===== src/rtl/temp_alarm_pkg.sv =====
// Shared constants and types for the cold-temperature alarm beeper.
// Counter widths come from the parameter defaults.
package temp_alarm_pkg;

    localparam int LEVEL_W      = 6;
    localparam int CONFIRM_DEF  = 4;
    localparam int TONE_DIV_DEF = 25000;
    localparam int BEEP_CYC_DEF = 5000000;

    localparam int CONF_W  = $clog2(CONFIRM_DEF + 1);
    localparam int TONE_W  = $clog2(TONE_DIV_DEF);
    localparam int PHASE_W = $clog2(BEEP_CYC_DEF);

    typedef enum logic [1:0] {
        IDLE     = 2'd0,
        BEEP_ON  = 2'd1,
        BEEP_OFF = 2'd2
    } beep_state_t;

endpackage


===== src/rtl/temp_alarm_beeper_tone_gen.sv =====
// Square-wave tone generator: half-period TONE_DIV cycles, restartable, with a
// registered, mute-gated output. Mute gates only the output, never the tone phase.
module tone_gen
    import temp_alarm_pkg::*;
#(
    parameter int TONE_DIV = 25000
) (
    input  logic clk,
    input  logic rst,
    input  logic restart,
    input  logic en,
    input  logic mute,
    output logic spk
);

    localparam logic [TONE_W-1:0] DIV_LAST = TONE_W'(TONE_DIV - 1);

    logic [TONE_W-1:0] cnt, cnt_d;
    logic              tone, tone_d;

    always_comb begin
        tone_d = tone;
        cnt_d  = cnt;
        if (!en) begin
            tone_d = 1'b0;
            cnt_d  = '0;
        end else if (restart) begin
            tone_d = 1'b1;
            cnt_d  = '0;
        end else if (cnt == DIV_LAST) begin
            tone_d = ~tone;
            cnt_d  = '0;
        end else begin
            cnt_d = cnt + 1'b1;
        end
    end

    always_ff @(posedge clk) begin
        if (rst) begin
            cnt  <= '0;
            tone <= 1'b0;
            spk  <= 1'b0;
        end else begin
            cnt  <= cnt_d;
            tone <= tone_d;
            spk  <= tone_d & ~mute;
        end
    end

endmodule


===== src/rtl/temp_alarm_beeper.sv =====
// Debounced cold alarm with a burst-pattern beeper. Optional clear hysteresis is
// enabled by defining TEMP_ALARM_HYST_EN.
module temp_alarm_beeper
    import temp_alarm_pkg::*;
#(
    parameter int THRESH       = 10,
    parameter int CONFIRM      = 4,
    parameter int TONE_DIV     = 25000,
    parameter int BEEP_ON_CYC  = 5000000,
    parameter int BEEP_OFF_CYC = 5000000,
    parameter int HYST         = 2
) (
    input  logic               clk,
    input  logic               rst,
    input  logic               level_valid,
    input  logic [LEVEL_W-1:0] level,
    input  logic               mute,
    output logic               alarm,
    output logic               spk,
    output logic               beep_phase
);

    localparam logic [6:0]         THR7      = 7'(THRESH);
    localparam logic [CONF_W-1:0]  CONF_MAX  = CONF_W'(CONFIRM);
    localparam logic [CONF_W-1:0]  CONF_LAST = CONF_W'(CONFIRM - 1);
    localparam logic [PHASE_W-1:0] ON_LAST   = PHASE_W'(BEEP_ON_CYC - 1);
    localparam logic [PHASE_W-1:0] OFF_LAST  = PHASE_W'(BEEP_OFF_CYC - 1);

    logic                cold, clr_ok, opposing, toggle, alarm_d, rise, fall;
    logic [CONF_W-1:0]   conf_cnt;
    logic [PHASE_W-1:0]  phase_cnt;
    beep_state_t         state, state_d;

    assign cold = {1'b0, level} < THR7;

`ifdef TEMP_ALARM_HYST_EN
    localparam logic [6:0] CLR_SUM = 7'(THRESH + HYST);
    localparam logic [6:0] CLR_TH  = (CLR_SUM > 7'd63) ? 7'd63 : CLR_SUM;
    assign clr_ok = {1'b0, level} >= CLR_TH;
`else
    logic unused_hyst;
    assign unused_hyst = |7'(HYST);
    assign clr_ok      = !cold;
`endif

    // level_valid is a one-cycle strobe with no backpressure: each high cycle
    // is exactly one sample, low cycles are ignored entirely.
    assign opposing = alarm ? clr_ok : cold;
    assign toggle   = level_valid && opposing && (conf_cnt == CONF_LAST);
    assign alarm_d  = alarm ^ toggle;
    assign rise     = toggle & ~alarm;
    assign fall     = toggle & alarm;

    // Alarm fall wins over any phase-timer expiry in the same cycle.
    always_comb begin
        state_d = state;
        if (fall) begin
            state_d = IDLE;
        end else begin
            case (state)
                IDLE:     if (rise) state_d = BEEP_ON;
                BEEP_ON:  if (phase_cnt == ON_LAST) state_d = BEEP_OFF;
                BEEP_OFF: if (phase_cnt == OFF_LAST) state_d = BEEP_ON;
                default:  state_d = IDLE;
            endcase
        end
    end

    always_ff @(posedge clk) begin
        if (rst) begin
            conf_cnt   <= '0;
            alarm      <= 1'b0;
            state      <= IDLE;
            phase_cnt  <= '0;
            beep_phase <= 1'b0;
        end else begin
            alarm <= alarm_d;
            if (level_valid) begin
                if (toggle || !opposing)
                    conf_cnt <= '0;
                else if (conf_cnt != CONF_MAX)
                    conf_cnt <= conf_cnt + 1'b1;
            end
            state <= state_d;
            if (state_d != state || state_d == IDLE)
                phase_cnt <= '0;
            else
                phase_cnt <= phase_cnt + 1'b1;
            beep_phase <= (state_d == BEEP_ON);
        end
    end

    tone_gen #(.TONE_DIV(TONE_DIV)) u_tone (
        .clk     (clk),
        .rst     (rst),
        .restart ((state_d == BEEP_ON) && (state != BEEP_ON)),
        .en      (state_d == BEEP_ON),
        .mute    (mute),
        .spk     (spk)
    );

endmodule

===== config.mk =====
export PLATFORM = sky130hd
export DESIGN_NAME = temp_alarm_beeper
export DESIGN_NICKNAME = d
export VERILOG_FILES = /design/src/rtl/temp_alarm_pkg.sv /design/src/rtl/temp_alarm_beeper_tone_gen.sv /design/src/rtl/temp_alarm_beeper.sv
export SDC_FILE = /design/constraint.sdc
export NUM_CORES = 1
export LEC_CHECK = 0
export BUFFER_PORTS_ARGS = -buffer_cell sky130_fd_sc_hd__buf_2
export CAP_MARGIN = 20
export CORE_MARGIN = 8
export CORE_UTILIZATION = 35
export CTS_CLUSTER_SIZE = 30
export DETAILED_ROUTE_END_ITERATION = 10
export SETUP_SLACK_MARGIN = 0.02
export SYNTH_ARGS = -nofsm -noshare
export SYNTH_HDL_FRONTEND = slang
export SYNTH_HIERARCHICAL = 1
export SYNTH_SLANG_ARGS = --single-unit

===== constraint.sdc =====
create_clock -name clk -period 4.7 [get_ports clk]
set_input_delay 0.235 -clock clk [delete_from_list [all_inputs] [get_ports clk]]
set_output_delay 0.235 -clock clk [all_outputs]
set_load 0.1 [all_outputs]

---- After elaboration in Yosys (flattened, before gate mapping) ----
Cells that the tools add are included.
storage, ports and cells
  register bits after elaboration ......... 47
  input bits .............................. 10
  output and inout bits ................... 3
  word-level logic and storage cells ...... 53
operators by class
  mux-type cells .......................... 11
  equality and inequality tests ........... 9
  add/sub/neg operators ................... 3
  magnitude comparators ................... 1
  bitwise gates (word level) .............. 8
  reduce and logical (&&, ||, !) cells .... 13
operators with widths
  cell                     number
  $add A23 B1 Y23 const B  1
  $eq A23 B23 Y1 const B   1
  $add A15 B1 Y15 const B  1
  $eq A15 B15 Y1 const B   1
  $mux W2                  4
  $lt A6 B4 Y1 const B     1
  $mux W3                  2
  $pmux W2 S3              1
  $eq A2 B1 Y1 const B     2
  $logic_not A2 Y1         2
  $mux W1                  4
  $not A1 Y1               4
  $reduce_or A4 Y1         1
  $add A3 B1 Y3 const B    1
  $and A1 B1 Y1            3
  $eq A3 B2 Y1 const B     1
  $logic_and A1 B1 Y1      3
  $ne A3 B3 Y1 const B     1
  $eq A2 B2 Y1 const B     1
  $logic_not A1 Y1         2
  $logic_or A1 B1 Y1       2
  $ne A2 B1 Y1 const B     1
  $ne A2 B2 Y1             1
  $reduce_and A2 Y1        1
  3 further kinds          3

---- Longest topological paths before layout ----
Gate-level depths: netlist (run 1).
  word-level depth ........................ 14
  mapped depth ............................ 11
  gate-level depth less buffers ........... 10

---- Cells and area by module ----
Netlist (run 1), hierarchy kept.
by module, submodules not included
  module             sequential area each (um2)  area each (um2)  cells each  instances
  temp_alarm_beeper  600.6                       1502.7           176         1
  tone_gen           340.3                       774.5            87          1

---- Worst setup path after synthesis (run 1) ----
Ideal clock, no wire load.
  path type ............................... flip-flop to flip-flop
  start point ............................. reg alarm
  end point ............................... reg u_tone.cnt[3]
  cell stages (with the launch flop) ...... 12
  period minus slack after synthesis ...... 2990 ps
  slack ................................... 1710 ps
  path buffers ............................ 2
  required time ........................... 4636 ps
  setup time .............................. 64 ps
  arrival time ............................ 2926 ps
  cell sequence ........................... dfxtp_1 > inv_1 > a21oi_1 > o211a_1 > ha_1 > nor3_1 > a2111oi_0 > nand2b_1 > or3_1 > buf_6 > buf_12 > nor2_1
on the way
  longest elaborated chain between the ends .. 10
  elaborated cells on any way between the ends .. 13
  those cells by class .................... eq/ne: 1; mux: 4; bitwise: 4; reduce/logical: 4
ends and longest elaborated chain
  what                                               line                                              text
  from (decl)                                        temp_alarm_beeper.sv:18                           output logic alarm,
  from (signal assigned)                             temp_alarm_beeper.sv:77                           alarm <= alarm_d;
  $mux W1                                            temp_alarm_beeper.sv:48                           assign opposing = alarm ? clr_ok : cold;
  $logic_and A1 B1 Y1 (2 in series)                  temp_alarm_beeper.sv:49                           assign toggle = level_valid && opposing && (conf_cnt == CONF_LAST);
  $and A1 B1 Y1                                      temp_alarm_beeper.sv:51                           assign rise = toggle & ~alarm;
  $mux W2                                            temp_alarm_beeper.sv:61                           IDLE: if (rise) state_d = BEEP_ON;
  $pmux W2 S3                                        temp_alarm_beeper.sv:60                           case (state)
  $mux W2 (*)                                        temp_alarm_beeper.sv:57                           if (fall) begin
  $eq A2 B1 Y1 (*)                                   temp_alarm_beeper.sv:96, temp_alarm_beeper.sv:97
  $logic_and A1 B1 Y1 or $not A1 Y1 (tied branches)  n/a
  $reduce_or A4 Y1 (no source line) (*)              n/a
  to (signal assigned)                               temp_alarm_beeper_tone_gen.sv:44                  cnt <= cnt_d;
  to (decl)                                          temp_alarm_beeper_tone_gen.sv:18                  logic [TONE_W-1:0] cnt, cnt_d;
Every way passes the cells marked *; elsewhere a longest branch is shown, timed or not.
A chain may end at the register's enable or synchronous reset.

---- Final worst setup path (run 1) ----
  start point ............................. reg phase_cnt[2]
  end point ............................... reg u_tone.cnt[12]
on the way
  longest elaborated chain between the ends .. 7
  elaborated cells on any way between the ends .. 9
  those cells by class .................... eq/ne: 2; mux: 4; bitwise: 1; reduce/logical: 2
ends and longest elaborated chain
  what                                               line                                              text
  from (decl)                                        temp_alarm_beeper.sv:31                           logic [PHASE_W-1:0] phase_cnt;
  from (signal assigned)                             temp_alarm_beeper.sv:88                           phase_cnt <= phase_cnt + 1'b1;
  $eq A23 B23 Y1 (*)                                 temp_alarm_beeper.sv:62, temp_alarm_beeper.sv:63
  $mux W2 (on tied branches)                         temp_alarm_beeper.sv:63, temp_alarm_beeper.sv:62
  $pmux W2 S3 (*)                                    temp_alarm_beeper.sv:60
  $mux W2 (*)                                        temp_alarm_beeper.sv:57
  $eq A2 B1 Y1 (*)                                   temp_alarm_beeper.sv:96, temp_alarm_beeper.sv:97
  $logic_and A1 B1 Y1 or $not A1 Y1 (tied branches)  n/a
  $reduce_or A4 Y1 (no source line) (*)              n/a
Marks and branches as above.

==> results of run 1 <==
[final cells by class]
class	count	area, um2
flip-flops and latches	47	941
fillers	658	3830
multi-input cells	195	1230
well taps	77	96.3
clock inverters	3	43.8
clock buffers	5	68.8
inverters	13	48.8
repair buffers	11	55.1
[through the flow]
stage / cell area, um2 / setup WS [ns] / hold WS, ns / std cells
2_1_floorplan: 2280 / 1.71 / 0.302 / 263
3_3_place_gp: 2370 / 2.02 / 0.400 / 343
3_5_place_dp: 2370 / 1.98 / 0.402 / 343
4_1_cts: 2480 / 1.97 / 0.0594 / 351
5_1_grt: 2480 / 1.61 / 0.0676 / 351
6_report: 2480 / 1.99 / 0.0696 / 351
[cells by family after synthesis]
group / count (synthesis) / synth area share, %
AND/OR/NAND/NOR: 124 / 30.2
flip-flops: 47 / 41.3
AO/OA/AOI/OAI: 39 / 10.3
XOR/XNOR: 24 / 9.23
buffers and inverters: 21 / 4.67
adder cells (fa/ha/maj): 7 / 3.85
multiplexers: 1 / 0.494
[routing by layer]
layer / share of wire [%] / global-route usage, % / vias to the layer above
met2: 44 / 15.0 / 15
met1: 51 / 11.1 / 808
li1: - / - / 939
met5: 0 / 0 / -
met4: 1.5 / 3.20 / 0
met3: 3.7 / 3.34 / 6
[worst max-delay path by stage]
stage / startpoint / end / slack, ns / cells after the start
after global placement: phase_cnt[2] / u_tone/cnt[9] / 2.02 / 7
after CTS: phase_cnt[2] / u_tone/cnt[12] / 1.97 / 7
final: phase_cnt[2] / u_tone/cnt[12] / 1.99 / 7
after floorplan: alarm / u_tone/cnt[3] / 1.71 / 11
after global routing: phase_cnt[2] / u_tone/cnt[7] / 1.61 / 7
after detailed placement: phase_cnt[2] / u_tone/cnt[11] / 1.98 / 7
[flip-flops by register name, summed over array words and instances (netlist names)]
signal       flops
alarm            1
beep_phase       1
conf_cnt         3
phase_cnt       23
state            2
u_tone/cnt      15
u_tone/spk       1
u_tone/tone      1
[layout by cell type (no fill, tap or decap), types with 4 or more instances in the layout]
cell,instances
dfxtp_1,47
nand2b_1,7
inv_1,13
nor3_1,11
nand4_1,10
clkbuf_8,5
or3_1,5
xor2_1,11
nor2b_1,5
nor2_1,34
buf_2,11
and3_1,4
xnor2_1,13
ha_1,7
and4_1,4
a21oi_1,13
nand3_1,11
nand2_1,10
and2_1,4
o21ai_0,10
[power breakdown]
part           switching, W  leakage [nW]  internal, W
combinational    0.00000385         0.350   0.00000420
sequential      0.000000355         0.378     0.000398
clock              0.000144        0.0581     0.000158
total              0.000148         0.786     0.000561
[worst max-delay path, delay by kind of cell, from the launching register on]
kind	cells	cell delay, ns
AOI/OAI and AO/OA	2	0.58
and+or+nand+nor	5	1.67
DFF	1	0.40
==> reports/results.tsv, run 1 <==
metric	value	unit
share of layout cells above drive strength 1	10.2	%
Worst setup EP type	register	
relative slew slack	51.9	%
Worst Skew	0.0103	ns
setup violators final	0	
Crit Path Max Fanout	14	
share of the synthesized area in the top cell type	41.3	%
critical path startpoint category	register	
initial antenna violation count	0	
worst skew pair latency	0.31	ns
WL final	4040	um
Crit path largest cell delay	0.57	ns
remaining global-route overflow	0	
Yosys reg bits	47	
Cell Rows	29	
CP Cell Sequence	and4_1 -> and4_1 -> a21boi_0 -> a2111oi_0 -> nand2b_1 -> or3_1 -> nor2_1	
Hold-fix buffers, CTS	0	
DR WL/cell	11.5	um
crit path time final	2.71	ns
routability cong.	0.746	
FF-to-FF End	u_tone/cnt[12]	
CTS clock-pin slew for the worst setup and hold paths	0.09	ns
peak supply drop	0.160	mV
critical path class	register to register	
clk buf depth	2	
postcts setup bufs	0	
Worst R2R Start	phase_cnt[2]	
mapped cell area	2280	um2
crit-path most repeated cell	and4_1	
CTS tree	done	
first-pass GRT wire length	7580	um
synth warn	6	
TNS Setup	0	ns
gr usage total	9.31	%
Hold Path Class	input port to register	
hold_sp	mute	
Power Density	285	nW/um2
final hold violations	0	
DRC Markers	0	
Max Freq	369	MHz
Tightest Pin Transition	0.721	ns
synth cell count leaders	dfxtp_1, nor2_1, a21oi_1, inv_1, xnor2_1	
Tcrit/Tclk final	57.7	%
count leader, synth	dfxtp_1	
TritonCTS Buffers	5	
full die area	9340	um2
Seq/Total Area, Yosys	41.3	%
# diodes	0	
Top Ports	13	
CP Data Required Time	4.94	ns
Yosys cell types	44	
vias in the first global route	1758	
status	finished, final reports clean	
HPWL after DPL	2820	um
RSZ-0062 raised after global routing	no	
Via density	5.04	
Post-Syn Area per Cell	8.66	um2
Hold Crit Depth	2	
Core Box Area	6310	um2
total power	0.000709	W
Lkg Pwr	0.786	nW
R2R depth	7	
largest net degree at the start of global routing	24	
post-cts resize count	0	
# clock sinks	47	
Cells after Synth	263	
Crit-path slowest cell	or3_1	
top cells by area, synth	dfxtp_1, nor2_1, xnor2_1, xor2_1, ha_1	
Max Cap Violations	0	
Post-synth EDFFs	0	
die width	96.7	um
die height	96.7	um
1st-iter DRT viols	107	
post-synth top area cell	dfxtp_1	
Layout area overhead	9.07	%
DRT antenna net count	0	
clk root buf	clkbuf_8	
H-Tree Depth	2	
Synth Net Count	280	
Initial Util	36.1	%
I/O Buffers	11	
fin. max-slew vios	0	
ys async rst share	0	%
Post-synth top flop	dfxtp_1	
DR pass1 iterations	4	
CP arrival	2.95	ns
Final nets	290	
total number of vias	1768	
Register-to-Register Setup Slack	1.99	ns
Core Util, Final	39.3	%
hold-critical path endpoint	u_tone/spk	
No activity file was read; power rests on OpenSTA's default activity.
==> run 2, diff against run 1 <==
- ABC_AREA: not set -> 1
- clock period: 4.7 -> 2.4 ns (I/O delays scaled with it)
==> reports/results.tsv, run 2 <==
metric	value	unit	change
TritonCTS Buffers	5		unchanged
HPWL after DPL	3690	um	+31%
Via density	4.42		-12%
largest net degree at the start of global routing	24		unchanged
DR WL/cell	9.78	um	-15%
Post-synth top flop	dfxtp_1		
Reg area	945	um2	+0.40%
remaining global-route overflow	0		unchanged
post-synth top area cell	dfxtp_1		
initial antenna violation count	0		unchanged
Max Cap Violations	0		unchanged
Worst setup EP type	register		
full die area	10800	um2	+15%
total number of vias	2117		+20%
postcts setup bufs	0		unchanged
synth cell count leaders	nand2_1, nor2_1, dfxtp_1		
gr busiest metal	met2		
Final nets	393		+36%
Placed Cells	470		+37%
DR pass1 iterations	5		+1
Top Ports	13		unchanged
Largest regs	phase_cnt (23), u_tone/cnt (15), conf_cnt (3)		
clk buf depth	2		unchanged
most common cell after layout, fill and taps aside	nand2_1		
Multi-input gate area	1520	um2	+23%
critical path startpoint category	register		
Power Density	423	nW/um2	+48%
share of layout cells above drive strength 1	20.2	%	+9.9 points
CP Data Required Time	2.62	ns	-2.32 ns
Post-synth EDFFs	0		unchanged
DRT antenna net count	0		unchanged
most frequent cells in the layout	nand2_1, nor2_1, inv_1, dfxtp_1, nor2_4		
Synth Net Count	371		+33%
1st-iter DRT viols	108		+0.93%
die width	104	um	+7.4%
DRC Markers	0		unchanged
Yosys reg bits	47		unchanged
Post-Syn Area per Cell	7.62	um2	-12%
worst skew pair latency	0.29	ns	-0.02 ns
GR met3 Demand/Resource	2.54	%	-0.80 points
# clock sinks	47		unchanged
share of the synthesized area in the top cell type	34.9	%	-6.4 points
fin. max-slew vios	0		unchanged
final hold violations	0		unchanged
WL final	4690	um	+16%
Worst Skew	0.0112	ns	+0.000920 ns
clk root buf	clkbuf_8		
max reg flops	23		unchanged
crit path time final	2.15	ns	-0.561 ns
number of fill cells	812		+23%
CTS tree	done		
synth warn	6		unchanged
ys async rst share	0	%	unchanged
Initial Util	35.4	%	-0.62 points
count leader, synth	nand2_1		
final hold slack	0.0787	ns	+0.00913 ns
vias in the first global route	2052		+17%
critical path class	register to register		
Cell Rows	32		+10%
Tcrit/Tclk final	89.6	%	+32 points
final non-filler cell total	479		+36%
setup violators final	0		unchanged
Tightest Pin Transition	0.490	ns	-0.231 ns
largest register by flop count	phase_cnt		
GR Util met2	16.2	%	+1.2 points
Layout area overhead	11.1	%	
first-pass GRT wire length	8520	um	+12%
Lkg Pwr	1.00	nW	+27%
M1 GR Usage	10.6	%	-0.53 points
Seq/Total Area, Yosys	34.9	%	-6.4 points
TNS Setup	0	ns	unchanged
Yosys cell types	28		-36%
CTS clock-pin slew for the worst setup and hold paths	0.08	ns	about the same
Core Box Area	7610	um2	+20%
status	finished, final reports clean		
routability cong.	0.825		+10%
top cells by area, synth	dfxtp_1, nor2_4, nand2_1, nor2_1, inv_1		
Hold Path Class	input port to register		
Cells after Synth	354		+35%
die height	104	um	+7.4%
relative slew slack	67.5	%	+16 points
RSZ-0062 raised after global routing	no		
peak supply drop	0.294	mV	+83%
Crit Path Max Fanout	5		-9
Max Freq	465	MHz	+26%
H-Tree Depth	2		unchanged
# diodes	0		unchanged
CP arrival	2.37	ns	-0.58 ns
mapped cell area	2700	um2	+18%
gr usage total	9.23	%	-0.082 points
I/O Buffers	11		unchanged
==> run 2: cell count changes after synthesis, moves of 8 or more <==
cell     change
nor2_4      +24
o21ai_0      -8
inv_2        +8
nand3_1     +11
inv_1       +33
nand2_1     +49
nor2_1      +24
==> run 2: timing repair <==
action                                 in CTS  in global routing
setup endpoints to repair                   0                 15
gates resized for setup                     0                  2
endpoints found under the hold margin       1                  0
hold buffers                                1                  0
==> run 2: layout make-up <==
cell class                 count  share of cell area [%]
clock inverter                 1                   0.167
tap                          102                    4.26
multi-input combinational    250                    50.6
sequential                    47                    31.5
inverter                      54                    6.77
timing repair buffer          18                    4.09
clock buffer                   7                    2.55
==> run 2: metrics by stage <==
stage / instance area [um2] / power [W] / setup WS [ns] / utilization [%]
after floorplan: 2700 / 0.000820 / 0.0576 / -
after global placement: 2890 / 0.000833 / 0.242 / 38.0
after detailed placement: 2890 / 0.000834 / 0.171 / 38.0
after CTS: 2980 / 0.00130 / 0.138 / 39.2
after global routing: 3000 / 0.00134 / 0.0397 / 39.4
final: 3000 / 0.00127 / 0.249 / 39.4
==> run 2: final timing paths <==
kind / cells past startpoint / from / slack [ns] / endpoint
worst max-delay path: 14 / conf_cnt[1] / 0.25 / u_tone/cnt[8]
worst min-delay path: 2 / rst / 0.08 / alarm
worst max register to register: 14 / conf_cnt[1] / 0.25 / u_tone/cnt[8]
worst min register to register: 2 / u_tone/cnt[13] / 0.46 / u_tone/cnt[13]
==> run 2: critical path, stage by stage, from the launching register on <==
cell and delay, ns:
dfxtp_1 0.37, ha_1 0.16, ha_1 0.13, nand2_1 0.06, nor2_1 0.15, ha_1 0.16
inv_1 0.06, a31oi_4 0.22, nand3_4 0.09, inv_1 0.06, inv_1 0.03, nor2_1 0.14
nand3_2 0.14, buf_4 0.18, a21oi_1 0.12
==> run 2: power breakdown <==
| part | switching, W | internal, W | total [W] |
|---|---|---|---|
| Sequential | 0.00000249 | 0.000781 | 0.000784 |
| Combinational | 0.0000169 | 0.0000154 | 0.0000323 |
| Clock | 0.000248 | 0.000205 | 0.000452 |
| Total | 0.000267 | 0.00100 | 0.00127 |
==> run 2: logic make-up after synthesis <==
kind of cell | share of synthesized area [%]
flip-flops | 34.9
AND/OR/NAND/NOR | 41.6
adder cells (fa/ha/maj) | 3.25
XOR/XNOR | 8.45
buffers and inverters | 9.42
AO/OA/AOI/OAI | 2.41
==> run 2: per-layer routing <==
layer / part of all wire (%) / routed length, um
met2: 47 / 2220
met5: 0 / 0
met4: 1.1 / 53
met3: 3.3 / 155
met1: 48 / 2250
